$ cat config.mk
export PLATFORM = sky130hd
export DESIGN_NAME = dac_pwmds_mc
export DESIGN_NICKNAME = d
export VERILOG_FILES = /design/src/rtl/dac_pwmds_mc.sv
export SDC_FILE = /design/constraint.sdc
export NUM_CORES = 1
export LEC_CHECK = 0
export ABC_AREA = 1
export BUFFER_PORTS_ARGS = -buffer_cell sky130_fd_sc_hd__buf_2
export CAP_MARGIN = 20
export CORE_MARGIN = 1.5
export CORE_UTILIZATION = 54
export CTS_CLUSTER_DIAMETER = 80
export DETAILED_ROUTE_END_ITERATION = 6
export PLACE_DENSITY = 0.76
export SYNTH_ARGS = -nofsm -noshare
export SYNTH_HDL_FRONTEND = slang
export SYNTH_SLANG_ARGS = --single-unit
$ cat constraint.sdc
create_clock -name dac_clk -period 2.4 [get_ports dac_clk]
set_input_delay 0.12 -clock dac_clk [delete_from_list [all_inputs] [get_ports dac_clk]]
set_output_delay 0.12 -clock dac_clk [all_outputs]
set_load 0.05 [all_outputs]
$ cat src/rtl/dac_pwmds_mc.sv
//----------------------------------------------------------------------------
// dac_pwmds_mc
//
// Multi-channel PWM + first-order delta-sigma audio DAC. Each channel holds
// one signed sample. Once per PWM frame (L = 2^PWM_BITS clocks) the
// modulator turns the sample plus the carried error into a duty level q.
// The 1-bit output of that channel is high for the first q clocks of the
// next frame. The residue below one quantiser step S = 2^(DW-PWM_BITS) is
// carried to the next frame. A soft-mute FSM (RUN / MUTING / MUTED) halves
// the held samples on every frame until they reach zero. Saturation sets a
// sticky flag for each channel.
//
// Optional feature: define DAC_PWMDS_DITHER_EN to add a shared 16-bit LFSR.
// The LFSR gives a uniform +/-S/8 dither that is added on every frame.
//
// Ports:
//   dac_clk      in   clock
//   dac_rst_n    in   asynchronous active-low reset
//   dac_data     in   CH*DW packed signed samples, channel n at [n*DW +: DW]
//   dac_req      in   one-cycle sample strobe
//   dac_mute     in   level, request soft mute
//   dac_ovf_clr  in   clear all overflow flags
//   dac_out      out  CH bitstreams
//   dac_tick     out  one-cycle strobe at the start of every frame
//   dac_ovf      out  CH sticky saturation flags
//   dac_muted    out  high while in MUTED
//----------------------------------------------------------------------------
module dac_pwmds_mc #(
   parameter int CH       = 2,
   parameter int DW       = 20,
   parameter int PWM_BITS = 3
) (
   input  logic               dac_clk,
   input  logic               dac_rst_n,
   input  logic [CH*DW-1:0]   dac_data,
   input  logic               dac_req,
   input  logic               dac_mute,
   input  logic               dac_ovf_clr,
   output logic [CH-1:0]      dac_out,
   output logic               dac_tick,
   output logic [CH-1:0]      dac_ovf,
   output logic               dac_muted
);

   localparam int SH = DW - PWM_BITS;   // log2 of the quantiser step
   localparam int UW = DW + 2;          // modulator accumulator width

   localparam logic [UW-1:0] MID = UW'(1) << (DW - 1);

   typedef enum logic [1:0] {ST_RUN, ST_MUTING, ST_MUTED} state_t;

   state_t               state_q, state_d;
   logic [PWM_BITS-1:0]  phase_q, phase_d;
   logic signed [DW-1:0] x_q [CH];
   logic signed [DW-1:0] x_d [CH];
   logic signed [DW-1:0] xs  [CH];
   logic [SH-1:0]        e_q [CH];
   logic [SH-1:0]        e_d [CH];
   logic [PWM_BITS-1:0]  q_q [CH];
   logic [PWM_BITS-1:0]  q_d [CH];
   logic [UW-1:0]        u   [CH];
   logic [CH-1:0]        out_q, out_d;
   logic [CH-1:0]        ovf_q, ovf_d;
   logic                 tick_q, tick_d;
   logic                 muted_q, muted_d;
   logic                 tick_edge;
   logic                 all_small;
   logic [UW-1:0]        dith;

   // The modulator and the mute shifts act on the last clock of each frame.
   assign tick_edge = (phase_q == {PWM_BITS{1'b1}});

`ifdef DAC_PWMDS_DITHER_EN
   localparam int DB = SH - 2;   // dither slice width, lfsr[SH-3:0]
   localparam logic [UW-1:0] DITH_OFS = UW'(1) << (DB - 1);

   logic [15:0] lfsr_q, lfsr_d;

   // Fibonacci LFSR with taps 16,14,13,11. It steps once per frame.
   always_comb begin
      lfsr_d = lfsr_q;
      if (tick_edge) begin
         lfsr_d = {lfsr_q[14:0], lfsr_q[15] ^ lfsr_q[13] ^ lfsr_q[12] ^ lfsr_q[10]};
      end
   end

   always_ff @(posedge dac_clk or negedge dac_rst_n) begin
      if (!dac_rst_n) begin
         lfsr_q <= 16'hACE1;
      end else begin
         lfsr_q <= lfsr_d;
      end
   end

   // Centre the slice on zero to give a uniform dither of +/-S/8.
   assign dith = {{(UW-DB){1'b0}}, lfsr_q[DB-1:0]} - DITH_OFS;
`else
   assign dith = '0;
`endif

   always_comb begin
      phase_d   = phase_q + PWM_BITS'(1);
      tick_d    = tick_edge;
      state_d   = state_q;
      ovf_d     = ovf_q & ~{CH{dac_ovf_clr}};
      all_small = 1'b1;

      for (int n = 0; n < CH; n++) begin
         x_d[n] = x_q[n];
         e_d[n] = e_q[n];
         q_d[n] = q_q[n];
         xs[n]  = x_q[n] >>> 1;
         if ((xs[n] != '0) && (xs[n] != '1)) begin
            all_small = 1'b0;
         end

         // The offset sample plus the carried error plus dither is never
         // negative without dither. The top two bits are zero exactly when
         // u / S lands in 0..L-1. Otherwise the level saturates.
         u[n] = {{2{x_q[n][DW-1]}}, x_q[n]} + MID + {{(UW-SH){1'b0}}, e_q[n]} + dith;
         if (tick_edge) begin
            if (u[n][UW-1:DW] == 2'b00) begin
               q_d[n] = u[n][DW-1:SH];
               e_d[n] = u[n][SH-1:0];
            end else begin
               q_d[n]   = u[n][UW-1] ? {PWM_BITS{1'b0}} : {PWM_BITS{1'b1}};
               e_d[n]   = '0;
               ovf_d[n] = 1'b1;
            end
         end
      end

      // Mute control. A request to leave mute is checked on every clock.
      // The halving steps happen only on frame boundaries.
      case (state_q)
         ST_RUN: begin
            if (dac_req) begin
               for (int n = 0; n < CH; n++) begin
                  x_d[n] = dac_data[n*DW +: DW];
               end
            end
            if (dac_mute) begin
               state_d = ST_MUTING;
            end
         end
         ST_MUTING: begin
            if (!dac_mute) begin
               state_d = ST_RUN;
            end else if (tick_edge) begin
               for (int n = 0; n < CH; n++) begin
                  x_d[n] = all_small ? '0 : xs[n];
               end
               if (all_small) begin
                  state_d = ST_MUTED;
               end
            end
         end
         ST_MUTED: begin
            for (int n = 0; n < CH; n++) begin
               x_d[n] = '0;
            end
            if (!dac_mute) begin
               state_d = ST_RUN;
            end
         end
         default: state_d = ST_RUN;
      endcase

      // The outputs are computed from the next phase and level. This lets
      // each registered bit line up with the phase held in the same cycle.
      for (int n = 0; n < CH; n++) begin
         out_d[n] = (phase_d < q_d[n]);
      end
      muted_d = (state_d == ST_MUTED);
   end

   always_ff @(posedge dac_clk or negedge dac_rst_n) begin
      if (!dac_rst_n) begin
         phase_q <= '0;
         state_q <= ST_RUN;
         tick_q  <= 1'b0;
         out_q   <= '0;
         ovf_q   <= '0;
         muted_q <= 1'b0;
         for (int n = 0; n < CH; n++) begin
            x_q[n] <= '0;
            e_q[n] <= '0;
            q_q[n] <= '0;
         end
      end else begin
         phase_q <= phase_d;
         state_q <= state_d;
         tick_q  <= tick_d;
         out_q   <= out_d;
         ovf_q   <= ovf_d;
         muted_q <= muted_d;
         for (int n = 0; n < CH; n++) begin
            x_q[n] <= x_d[n];
            e_q[n] <= e_d[n];
            q_q[n] <= q_d[n];
         end
      end
   end

   assign dac_out   = out_q;
   assign dac_tick  = tick_q;
   assign dac_ovf   = ovf_q;
   assign dac_muted = muted_q;

endmodule

==> reports/metrics.yaml <==
status: "finished clean"
path_cells: "ha_4 > nand2_1 > inv_2 > nand2_1 > nor3_2 > buf_4 > nand4_1 > nand3_1 > nand2_1 > a31oi_2 > inv_1 > ha_1 > nand2_1 > inv_1 > a21oi_2"
die_area_sq_um: 12400
cts_sinks: 91
seq_power_share: 0.207
utilization: 0.698
worst_hold_slack_ps: 49.1
cts_root_buf: "clkbuf_16"
cpMostUsedCell: "nand2_1"
cp_slowest_cell: "dfrtp_1"
post-place-cells: 1098
worstMarginPinSlew_ps: 457
switching_share: 0.497
multi_input_area_sq_um: 4040
hold_depth: 3
ant_nets: 0
yosysTopAreaCellShare: 0.358
min_to: "x_q[19]"
worstRegToRegCells: 15
syn_area_sq_um: 6350
drc: 0
cp.required_ps: 2680
period_share: 0.991
slew_headroom: 0.695
drtPass1Iterations: 5
vias_per_cell: 5.77
yosysWarnings: 0
area_delta_synth_final_pct: 26.0
p_leak_uw: 0.00386
final_cell_count_no_fill: 1125
worst_slack_ps: 21.5
rsz0062_at_grt: "true"
ir_drop_mv: 1.16
nNetsFinal: 1070
min_path_type: "input pin to flip-flop"
port_buffers: 50
rows: 39
clk_path_buf_depth: 2
ios: 51
synth_area_per_cell_sq_um: 7.35
reg2reg_from: "x_q[16]"
tritoncts: "built"
synth.area.top_cells: "dfrtp_1 (36%), nand2_1 (11%), ha_1 (8.7%)"
arrival_ps: 2660
worstSetupPathType: "flip-flop to flip-flop"
period_minus_slack_ps: 2380
grt_max_degree: 67
fmax_ghz: 0.420
internal-power_uw: 7090
p_clk_frac: 0.094
gp_congestion: 0.924
drive_gt1_frac: 0.240
grt_pass1_wl_um: 30600
rrSetupSlack_ps: 20
power_density_nw_per_um2: 1760
core_area_sq_um: 11500
clk_pin_slew_ps: 60
overflow: 0
path_max_fanout: 4
clk_latency_ps: 350
drv_slew: 0
vias: 6491
start_util: 0.554
r2r-end: "dac_out[1]"
synth-edff-count: 0
combPwrFrac: 0.698
die_y_um: 111
drt_iter0_markers: 576
dp_slack_ps: -73.9
min_from: "dac_data[39]"
diodes: 0
hpwl_um: 13700
p_switching_uw: 7000
max_stage_delay_ps: 410
final_hold_viol_count: 0
cp-end-kind: "flip-flop"
seqCellArea_sq_um: 2280
drt-total-wl_um: 19000
grt_pass1_vias: 6157
ys_ff_latch: 91
synthArstFlopShare: 1.00
fin_tns_setup_ps: 0
n_fill_cell: 923
synth.largest_area_cell: "dfrtp_1"
ys_seq_area_frac: 0.358
skew_ps: 10.7
setup_viol: 0
routedWlPerCell_um: 16.9
maxCapViolCount: 0
htreeDepth: 3
antenna_found_initial: 0
syn_nets: 955
cts_buffers: 9
dieWidth_um: 111
yosysUniqueCellTypes: 42
netlist_instances: 864
start_kind: "flip-flop"
synth_ff_type: "dfrtp_1"
grt_usage: 0.308
## synthesized netlist by cell type, types with 3 or more instances
master / instances
a21boi_0: 3
a21oi_1: 106
a21oi_2: 3
a22oi_1: 10
buf_1: 4
buf_2: 3
buf_6: 4
clkbuf_1: 15
dfrtp_1: 91
ha_1: 44
inv_1: 82
inv_2: 6
nand2_1: 188
nand3_1: 83
nand3b_1: 3
nand4_1: 10
nor2_1: 81
nor3_1: 10
nor4_1: 6
o21ai_0: 42
o21ai_1: 4
o21ai_2: 8
o21bai_1: 5
or2_2: 3
xnor2_1: 12
xor2_1: 12
## metrics by stage
stage	instance area [sq um]	power [uW]
global route	8000	15300
detailed placement	7200	11300
floorplan	6350	8570
CTS	7520	12800
global placement	7200	11200
finish	8000	14100
## cells by family after synthesis
family          after synthesis  synth area share
compound gates              193             0.174
xor+xnor                     24            0.0331
fa+ha+maj                    46            0.0930
buf+inv                     115            0.0738
flops                        91             0.358
simple gates                395             0.268
## final cells by class
class                   instances  area share
inverters                      88      0.0416
repair buffers                131       0.113
flip-flops and latches         91       0.285
clock inverters                 3     0.00188
clock buffers                  11      0.0316
multi-input cells             658       0.505
well taps                     143      0.0224
## cells in the final DEF, fill, tap and decap left out, types with 4 or more instances in the layout
cell type,instances
a22oi_1,10
nand2_2,8
clkbuf_16,9
a21oi_1,99
nand2_1,182
o21bai_1,4
inv_2,8
nor3_1,7
o21ai_0,37
nor2_1,77
a21oi_2,10
xor2_1,11
ha_4,21
nor2_2,4
xnor2_1,12
nand3_2,7
buf_2,49
inv_1,79
ha_1,20
o21ai_2,9
nand3_1,78
dfrtp_1,90
o21ai_1,8
buf_4,77
nand4_1,10
## flip-flops by register name, summed over array words and instances, names as in the netlist
| name | flops |
|---|---|
| dac_tick | 1 |
| q_q | 6 |
| dac_muted | 1 |
| dac_ovf | 2 |
| state_q | 2 |
| phase_q | 3 |
| x_q | 40 |
| e_q | 34 |
| dac_out | 2 |
## power by group through the flow
stage | combinational, uW | clock [uW] | sequential, uW
2_1_floorplan | 5770 | 0 | 2800
3_3_place_gp | 8420 | 0 | 2740
3_5_place_dp | 8500 | 0 | 2760
4_1_cts | 8680 | 1340 | 2750
5_1_grt | 10900 | 1420 | 2990
6_report | 9840 | 1330 | 2920
## repair_timing
item                       CTS  global route
setup endpoints to repair    2            30
hold buffers                 2             0
buffers inserted             0            11
hold endpoints to repair    27             0
gates resized for setup      6            71
pin swaps                    0            16
## layer usage
layer  up-vias  routed length (um)  GRT usage
met3        34                1490     0.0582
met4         0                 459      0.114
met5         -                   0          0
met2       279                8400      0.464
li1       3122                   -          -
met1      3056                8650      0.445
## worst max-delay path, delay by kind of cell (launching register included)
family	cells	cell delay, ps
buffers and inverters	4	360
AOI/OAI and AO/OA	2	310
DFF	1	410
and+or+nand+nor	7	630
adders and majority gates	2	580
## worst max-delay path by stage
stage | slack, ps | startpoint | cells past startpoint | endpoint
2_1_floorplan | 20 | x_q[20] | 16 | dac_out[0]
3_3_place_gp | 0.5 | x_q[13] | 13 | dac_out[1]
3_5_place_dp | -70 | e_q[33] | 13 | dac_out[0]
4_1_cts | 0.2 | x_q[13] | 14 | dac_out[1]
5_1_grt | -140 | x_q[16] | 15 | dac_out[1]
6_report | 20 | x_q[16] | 15 | dac_out[1]
No activity file was read; power rests on OpenSTA's default activity.
